[src/rtl/fft_pkg.sv]
// Shared sizing constants and controller state type for the FFT peak detector.
package fft_pkg;
    localparam int FFT_SIZE   = 256;
    localparam int DATA_WIDTH = 24;
    localparam int BIN_IDX_W  = $clog2(FFT_SIZE);
    localparam int MAG_W      = 2 * DATA_WIDTH;

    typedef enum logic [1:0] {
        IDLE   = 2'd0,
        ACCUM  = 2'd1,
        DRAIN  = 2'd2,
        REPORT = 2'd3
    } peak_state_e;
endpackage

[src/rtl/fft_mag_sq.sv]
// Two-stage registered magnitude-squared (re^2 + im^2) with a tag carried alongside.
// Valid bits move every cycle; data registers only load when their input is valid.
module fft_mag_sq
    import fft_pkg::*;
#(
    parameter int IN_W  = DATA_WIDTH,
    parameter int OUT_W = MAG_W,
    parameter int TAG_W = BIN_IDX_W
) (
    input  logic             clk_i,
    input  logic             rst_i,
    input  logic             data_valid,
    input  logic [IN_W-1:0]  data_real,
    input  logic [IN_W-1:0]  data_imag,
    input  logic [TAG_W-1:0] data_tag,
    output logic             mag_valid,
    output logic [OUT_W-1:0] mag,
    output logic [TAG_W-1:0] mag_tag
);
    logic signed [OUT_W-1:0] re_ext_s;
    logic signed [OUT_W-1:0] im_ext_s;
    logic signed [OUT_W-1:0] re_sq_r;
    logic signed [OUT_W-1:0] im_sq_r;
    logic                    s1_valid_r;
    logic                    s2_valid_r;
    logic [TAG_W-1:0]        s1_tag_r;
    logic [TAG_W-1:0]        s2_tag_r;
    logic [OUT_W-1:0]        sum_r;

    // Sign-extend operands so the squares are formed at full output width.
    always_comb begin
        re_ext_s = OUT_W'($signed(data_real));
        im_ext_s = OUT_W'($signed(data_imag));
    end

    // Stage 1: register the two squares and the bin tag.
    always_ff @(posedge clk_i) begin
        if (rst_i) begin
            s1_valid_r <= 1'b0;
            re_sq_r    <= {OUT_W{1'b0}};
            im_sq_r    <= {OUT_W{1'b0}};
            s1_tag_r   <= {TAG_W{1'b0}};
        end else begin
            s1_valid_r <= data_valid;
            if (data_valid) begin
                re_sq_r  <= re_ext_s * re_ext_s;
                im_sq_r  <= im_ext_s * im_ext_s;
                s1_tag_r <= data_tag;
            end
        end
    end

    // Stage 2: both squares are non-negative, so the unsigned sum fits OUT_W bits.
    always_ff @(posedge clk_i) begin
        if (rst_i) begin
            s2_valid_r <= 1'b0;
            sum_r      <= {OUT_W{1'b0}};
            s2_tag_r   <= {TAG_W{1'b0}};
        end else begin
            s2_valid_r <= s1_valid_r;
            if (s1_valid_r) begin
                sum_r    <= $unsigned(re_sq_r) + $unsigned(im_sq_r);
                s2_tag_r <= s1_tag_r;
            end
        end
    end

    assign mag_valid = s2_valid_r;
    assign mag       = sum_r;
    assign mag_tag   = s2_tag_r;
endmodule

[src/rtl/fft_peak_detector.sv]
// Streams one FFT frame of complex bins and reports the index and magnitude-squared
// of the strongest bin inside the search window, with valid/ready on both sides.
module fft_peak_detector #(
    parameter int DATA_WIDTH  = fft_pkg::DATA_WIDTH,
    parameter int FFT_SIZE    = fft_pkg::FFT_SIZE,
    parameter int SEARCH_BINS = 128,
    parameter int SKIP_DC     = 1
) (
    input  logic                        clk_i,
    input  logic                        rst_i,
    input  logic [DATA_WIDTH-1:0]       bin_real_i,
    input  logic [DATA_WIDTH-1:0]       bin_imag_i,
    input  logic                        bin_valid_i,
    output logic                        bin_ready_o,
    output logic [$clog2(FFT_SIZE)-1:0] peak_bin_o,
    output logic [2*DATA_WIDTH-1:0]     peak_mag_o,
    output logic                        result_valid_o,
    input  logic                        result_ready_i,
    output logic                        busy_o,
    output logic [5:0]                  debug_leds_o
);
    import fft_pkg::*;

    localparam int IDX_W = $clog2(FFT_SIZE);
    localparam int M_W   = 2 * DATA_WIDTH;
    localparam logic [IDX_W-1:0] LAST_IDX     = IDX_W'(FFT_SIZE - 1);
    localparam logic [IDX_W-1:0] FIRST_SEARCH = IDX_W'(SKIP_DC);

    peak_state_e      state_r;
    peak_state_e      state_next_s;
    logic [IDX_W-1:0] bin_cnt_r;
    logic             drain_cnt_r;
    logic             xfer_s;
    logic             last_xfer_s;
    logic             frame_start_s;
    logic             report_entry_s;
    logic             mag_valid_s;
    logic [M_W-1:0]   mag_s;
    logic [IDX_W-1:0] mag_idx_s;
    logic             in_range_s;
    logic             better_s;
    logic [M_W-1:0]   max_r;
    logic [M_W-1:0]   max_next_s;
    logic [IDX_W-1:0] max_idx_r;
    logic [IDX_W-1:0] max_idx_next_s;
    logic             bin_ready_r;
    logic             result_valid_r;
    logic             busy_r;
    logic [IDX_W-1:0] peak_bin_r;
    logic [M_W-1:0]   peak_mag_r;

    assign xfer_s         = bin_valid_i & bin_ready_r;
    assign last_xfer_s    = xfer_s & (bin_cnt_r == LAST_IDX);
    assign frame_start_s  = xfer_s & (state_r == IDLE);
    assign report_entry_s = (state_r == DRAIN) & (state_next_s == REPORT);

    fft_mag_sq #(
        .IN_W  (DATA_WIDTH),
        .OUT_W (M_W),
        .TAG_W (IDX_W)
    ) u_mag_sq (
        .clk_i      (clk_i),
        .rst_i      (rst_i),
        .data_valid (xfer_s),
        .data_real  (bin_real_i),
        .data_imag  (bin_imag_i),
        .data_tag   (bin_cnt_r),
        .mag_valid  (mag_valid_s),
        .mag        (mag_s),
        .mag_tag    (mag_idx_s)
    );

    // Controller state register.
    always_ff @(posedge clk_i) begin
        if (rst_i) begin
            state_r <= IDLE;
        end else begin
            state_r <= state_next_s;
        end
    end

    // Next-state logic; DRAIN covers the two magnitude pipeline stages.
    always_comb begin
        state_next_s = state_r;
        case (state_r)
            IDLE: begin
                if (last_xfer_s) state_next_s = DRAIN;
                else if (xfer_s) state_next_s = ACCUM;
                else             state_next_s = IDLE;
            end
            ACCUM: begin
                if (last_xfer_s) state_next_s = DRAIN;
                else             state_next_s = ACCUM;
            end
            DRAIN: begin
                if (drain_cnt_r) state_next_s = REPORT;
                else             state_next_s = DRAIN;
            end
            REPORT: begin
                if (result_valid_r && result_ready_i) state_next_s = IDLE;
                else                                  state_next_s = REPORT;
            end
            default: state_next_s = IDLE;
        endcase
    end

    // Implicit bin index and drain cycle counter.
    always_ff @(posedge clk_i) begin
        if (rst_i) begin
            bin_cnt_r   <= {IDX_W{1'b0}};
            drain_cnt_r <= 1'b0;
        end else begin
            if (last_xfer_s)  bin_cnt_r <= {IDX_W{1'b0}};
            else if (xfer_s)  bin_cnt_r <= bin_cnt_r + IDX_W'(1'b1);
            drain_cnt_r <= (state_r == DRAIN) ? ~drain_cnt_r : 1'b0;
        end
    end

    // Strict greater-than keeps the lowest index on ties.
    always_comb begin
        in_range_s = (32'(mag_idx_s) >= SKIP_DC) && (32'(mag_idx_s) < SEARCH_BINS);
        better_s   = mag_valid_s && in_range_s && (mag_s > max_r);
        if (better_s) begin
            max_next_s     = mag_s;
            max_idx_next_s = mag_idx_s;
        end else begin
            max_next_s     = max_r;
            max_idx_next_s = max_idx_r;
        end
    end

    // Running maximum, cleared by the first transfer of every frame.
    always_ff @(posedge clk_i) begin
        if (rst_i || frame_start_s) begin
            max_r     <= {M_W{1'b0}};
            max_idx_r <= FIRST_SEARCH;
        end else begin
            max_r     <= max_next_s;
            max_idx_r <= max_idx_next_s;
        end
    end

    // Registered outputs; the peak includes the final compare on REPORT entry.
    always_ff @(posedge clk_i) begin
        if (rst_i) begin
            bin_ready_r    <= 1'b1;
            result_valid_r <= 1'b0;
            busy_r         <= 1'b0;
            peak_bin_r     <= {IDX_W{1'b0}};
            peak_mag_r     <= {M_W{1'b0}};
        end else begin
            bin_ready_r    <= (state_next_s == IDLE) || (state_next_s == ACCUM);
            result_valid_r <= (state_next_s == REPORT);
            busy_r         <= (state_next_s != IDLE);
            if (report_entry_s) begin
                peak_bin_r <= max_idx_next_s;
                peak_mag_r <= max_next_s;
            end
        end
    end

    assign bin_ready_o    = bin_ready_r;
    assign result_valid_o = result_valid_r;
    assign busy_o         = busy_r;
    assign peak_bin_o     = peak_bin_r;
    assign peak_mag_o     = peak_mag_r;
    assign debug_leds_o   = peak_bin_r[7:2];
endmodule
[config.mk]
export PLATFORM = sky130hd
export DESIGN_NAME = fft_peak_detector
export DESIGN_NICKNAME = d
export VERILOG_FILES = /design/src/rtl/fft_pkg.sv /design/src/rtl/fft_mag_sq.sv /design/src/rtl/fft_peak_detector.sv
export SDC_FILE = /design/constraint.sdc
export NUM_CORES = 2
export LEC_CHECK = 0
export CORE_UTILIZATION = 65
export CTS_BUF_LIST = sky130_fd_sc_hd__clkbuf_4 sky130_fd_sc_hd__clkbuf_8 sky130_fd_sc_hd__clkbuf_16
export DETAILED_ROUTE_END_ITERATION = 8
export DONT_BUFFER_PORTS = 1
export PLACE_DENSITY = 0.9
export SYNTH_ARGS = -nofsm -noshare
export SYNTH_HDL_FRONTEND = slang
export SYNTH_SLANG_ARGS = --single-unit
[constraint.sdc]
create_clock -name clk_i -period 8.9 [get_ports clk_i]
set_input_delay 1.335 -clock clk_i [delete_from_list [all_inputs] [get_ports clk_i]]
set_output_delay 1.335 -clock clk_i [all_outputs]
set_load 0.05 [all_outputs]
Word-level counts from Yosys, hierarchy flattened
Cells that the tools add are included.
{"block": "word_totals", "ff_bits": 288, "inputBits": 52, "output_inout_bits": 65, "wordCells": 55}
{"block": "classes", "add_sub_neg": 2, "n_mul": 2, "order_cmp": 3, "eq_ne": 6, "n_mux": 8, "bitwise_logic": 6, "reduce_logical": 11}
{"op": "24-bit by 24-bit multiplier with 48-bit output", "count": 2}
{"op": "48-bit adder", "count": 1}
{"op": "48-bit greater-than comparator", "count": 1}
{"op": "48-bit two-way mux", "count": 1}
{"op": "8-bit by 1-bit adder with 8-bit output, second input constant", "count": 1}
{"op": "8-bit equality test, second input constant", "count": 1}
{"op": "8-bit by 1-bit >= comparator with 1-bit output, second input constant", "count": 1}
{"op": "8-bit less-than comparator, second input constant", "count": 1}
{"op": "8-bit two-way mux", "count": 1}
{"op": "2-bit case mux with 4 select lines", "count": 1}
{"op": "2-bit equality test, second input constant", "count": 3}
{"op": "2-bit two-way mux", "count": 3}
{"op": "1-bit AND", "count": 4}
{"op": "2-bit by 1-bit equality test with 1-bit output, second input constant", "count": 2}
{"op": "1-bit logical AND", "count": 4}
{"op": "2-bit zero test", "count": 2}
{"op": "2-bit OR reduction", "count": 2}
{"op": "1-bit logical OR", "count": 2}
{"op": "1-bit two-way mux", "count": 2}
{"op": "1-bit inverter", "count": 2}
{"op": "2-bit nonzero test", "count": 1}

Depth between registers and ports, before layout
{"block": "logic_depth", "depth_word": 6, "depth_mapped": 29, "depth_no_buf": 27}

Hierarchy
From an unflattened synthesis, not the netlist that was laid out.
{"block": "hier_totals", "cells_unflattened": 5709, "hier_area_um2": 52341.4}
{"module": "fft_mag_sq", "n_inst": 1, "cells_per_inst": 4893, "area_per_inst_um2": 45700.1, "seq_area_each_um2": 3203.1}
{"module": "fft_peak_detector", "n_inst": 1, "cells_per_inst": 816, "area_per_inst_um2": 6641.4, "seq_area_each_um2": 2522.4}

Worst setup path after synthesis
Ideal clock, no wire load.
{"block": "synth_timing", "path_kind": "input to register", "from": "in bin_imag_i[23]", "to": "reg u_mag_sq.im_sq_r[44]", "setup_time_ns": 0.117, "t_arrival_ns": 8.219, "required_ns": 8.783, "setup_slack_ns": 0.565, "path_stages": 27, "path_buffers": 2, "path_cell_list": "clkbuf_1 > clkbuf_1 > nand2_1 > inv_1 > fa_1 > fa_1 > inv_1 > fa_1 > inv_1 > fa_1 > fa_1 > fa_1 > inv_1 > fa_1 > inv_1 > ha_1 > and3_1 > a221o_1 > a21o_1 > a21oi_1 > nor2b_1 > o211ai_1 > a21bo_2 > a221oi_2 > a21oi_1 > xor2_1 > a22o_1"}
{"block": "synth_between", "elab_chain_cells": 1}
{"element": "start, declared", "line": "fft_peak_detector.sv:12", "rtl": "input logic [DATA_WIDTH-1:0] bin_imag_i,"}
{"element": "24-bit by 24-bit multiplier with 48-bit output", "line": "fft_mag_sq.sv:47", "rtl": "im_sq_r <= im_ext_s * im_ext_s;"}
{"element": "end signal, assigned", "line": "fft_mag_sq.sv:41", "rtl": "im_sq_r <= {OUT_W{1'b0}};"}
{"element": "end signal, assigned", "line": "fft_mag_sq.sv:47"}
{"element": "end, declared", "line": "fft_mag_sq.sv:23", "rtl": "logic signed [OUT_W-1:0] im_sq_r;"}
Every way passes these cells.
A chain may end at the register's enable or synchronous reset.

Worst setup path in the final report
Ends and elaborated chain as after synthesis.

==> results.md <==
- #FFs+latches synth: about 290
- Reg clk slew, reported paths: around 0.06 ns
- CP max FO: 47
- Ys async rst share: 0%
- EDFF count, synth: 0
- Die H: approximately 280 um
- DP HPWL: roughly 96000 um
- Tightest Pin Transition: ~1.2 ns
- CP required: ~9.4 ns
- Synth cell types: 83
- Period utilisation layout: between 90 and 100%
- TritonCTS clock tree: yes
- Crit path top cell by count: fa_1
- CTS Hold Bufs: 0
- Largest family of logic cells by synthesized area: adder cells
- Crit path kind: input port to flip-flop
- Initial Util: between 60% and 70%
- Via/cell ratio: 5.741
- Initial DRC Count: roughly 2700
- Post-synth design cell area: a little over 50000 um^2
- Worst-case clock buffer depth: 3
- Synth area leaders: fa_1 (44%), dfxtp_1 (11%), inv_1 (10%)
- Slowest stage cell, crit path: fa_1
- Syn_nets: around 7000
- Util after Layout: a little under 70%
- Root buffer cell: clkbuf_16
- Synthesis-to-finish area growth: 2.908%
- Placed Area: 51200 um^2
- Fraction of synthesized area in multiplexers: under 10%
- CTS resizes: 0
- Largest delay share family, worst path: adder cells
- Total CTS buffers: 27
- Synth Area in Adders: 53.42%
- Mean Syn Cell Area: roughly 9.3 um^2
- Vias in the first global route: between 40000 and 50000
- Number of port buffers: 0
- Most common cell in the netlist: inv_1
- Routed Antenna Nets: 0
- Final nets: 6831
- Primary FF master, synth: dfxtp_1
- Sum of negative setup slack: 0 ns
- Yosys top cell area share: a little over two fifths
- Final instance area: around 52000 um^2
- Max Slew Vio Count: 0
- Register area share after synthesis: roughly 11%
- Fmax: between 0.1 and 0.15 GHz
- Total GRT Usage: a little under a third
- Cells after synthesis: 5434
- Startpoint type of the worst setup path: input port
- Final Hold Vio Count: 0
- Worst Path Buf+Inv: 5
- Max-cap violations: 0
- Yosys warns: 0
- Post-synth top area cell: fa_1
- Clock Skew: between 0.03 and 0.04 ns
- Clock Latency Late Sink: a little under 0.6 ns
- Routed WL per cell: roughly 19 um
- Congestion Overflow GR: 0
- Post-CTS Setup Inserts: 0
- H-tree lvl count: 1
- Initial antenna violation count: 0
- Tmin final: 8.033 ns
- Diodes inserted: 0
- CP endpoint kind: flip-flop
- Endpoints failing setup: 0
- Drt drc: 0
- Crit-path max cell delay: roughly 0.75 ns
- Status: complete, no violations
- Slew margin rel.: a little over a fifth
- Share of layout cells above drive strength 1: between 1.5 and 2%
- Arrival time worst endpoint: around 8.5 ns
- Core area: 76580 um^2
- Die Wd: 281.1 um
- DRT Pass-1 Iters: 7
- Final WL: about 120000 um
- Post-synthesis compound-gate area fraction: 7.334%
- Clock sinks: around 290
- Maximum number of pins on one net before global-route repair: 160
- Num ports: 117
- GP Congestion: between 0.9 and 1
- Top cells by count, synth: inv_1 (1377), fa_1 (1111), nand2_1 (605), ha_1 (385), dfxtp_1 (286)
- Vias: between 30000 and 40000
- HP Class: flip-flop to flip-flop
- RSZ-0062 raised after global routing: false
- Xor/xnor share of the synthesized area: under 10%
- First-pass GRT wire length: about 200000 um
- Die area: a little under 80000 um^2
- Simple-gate share of the synthesized area: approximately 11%
- Site Rows: around 100
==> metrics by stage <==
stage / worst slack (ns) / cells / hold slack (ns)
after floorplan: 0.5645 / 5434 / 0.4172
after global placement: 0.6107 / 6284 / 0.4227
after detailed placement: 0.4326 / 6284 / 0.4435
after CTS: 0.9796 / 6332 / 0.4523
after global routing: 0.6406 / 6332 / 0.4669
final: 0.8669 / 6332 / 0.4558
==> flip-flops by register name, indices dropped and copies added (netlist names) <==
register	count
max_r	48
peak_mag_o	48
u_mag_sq.mag	48
u_mag_sq.im_sq_r	47
u_mag_sq.re_sq_r	47
bin_cnt_r	8
max_idx_r	8
peak_bin_o	8
u_mag_sq.mag_tag	8
u_mag_sq.s1_tag_r	8
state_r	2
bin_ready_o	1
busy_o	1
drain_cnt_r	1
result_valid_o	1
u_mag_sq.mag_valid	1
u_mag_sq.s1_valid_r	1
==> final timing paths <==
kind,slack (ns),end,startpoint,cells past startpoint
min reg2reg,0.46,u_mag_sq.s1_tag_r[2],u_mag_sq.s1_tag_r[2],2
min,0.46,u_mag_sq.s1_tag_r[2],u_mag_sq.s1_tag_r[2],2
max reg2reg,4.37,peak_mag_o[35],u_mag_sq.mag[47],12
max,0.87,u_mag_sq.im_sq_r[44],bin_imag_i[23],25
==> metal layers <==
| metal | vias up | GRT usage [%] | routed length, um | part of all wire [%] |
|---|---|---|---|---|
| li1 | 15987 | - | - | - |
| met1 | 18348 | 37.97 | 43110 | 36 |
| met2 | 1565 | 55.63 | 61250 | 52 |
| met3 | 454 | 4.256 | 8425 | 7.1 |
| met4 | 0 | 14.17 | 6007 | 5.1 |
| met5 | - | 0 | 0 | 0 |
==> cell usage in the layout (no fill, tap or decap), drive strengths merged, types with 5 or more instances in the layout <==
master / synthesis / routed
fa: 1111 / 1111
nor4b: 6 / 6
nor2b: 45 / 45
nand2b: 27 / 27
nand4: 35 / 35
nand3: 34 / 34
o22ai: 7 / 7
a21o: 117 / 117
xor2: 52 / 52
and3: 12 / 12
dfxtp: 286 / 286
buf: 25 / 6
nor3: 26 / 26
inv: 1377 / 1383
a22o: 5 / 5
or3: 14 / 14
a211oi: 26 / 26
a31oi: 16 / 16
nor2: 214 / 214
a21oi: 202 / 202
xnor2: 114 / 114
o211ai: 8 / 8
o21ai: 113 / 113
clkbuf: 161 / 36
mux2i: 101 / 101
o31ai: 16 / 16
o21bai: 11 / 11
o21a: 17 / 17
nand2: 605 / 605
ha: 385 / 385
and2: 202 / 202
==> cells by family (layout without fill, tap and decap cells) <==
group | after synthesis | in the layout
muxes | 103 | 103
and+or+nand+nor | 1240 | 1240
AOI/OAI and AO/OA | 579 | 579
buffers and inverters | 1564 | 1432
DFF | 286 | 286
xor gates and xnor gates | 166 | 166
adders and majority gates | 1496 | 1496
==> worst min-delay path, delay by kind of cell (launching register included) <==
kind,cells,cell delay (ns)
AO/OA/AOI/OAI,1,0.05
flip-flops,1,0.31
AND/OR/NAND/NOR,1,0.05
==> layout make-up <==
type,count,area [um^2]
Tap cell,1030,1289
Clock inverter,12,123.9
Timing Repair Buffer,6,45.04
Multi-Input combinational cell,3584,38960
Sequential cell,286,5727
Clock buffer,36,799.5
Inverter,1378,5172
Fill cell,5327,24460
Power is left out: the tool's default activity adds up to more than one toggle a clock period on the data nets, which glitch-free logic cannot reach.
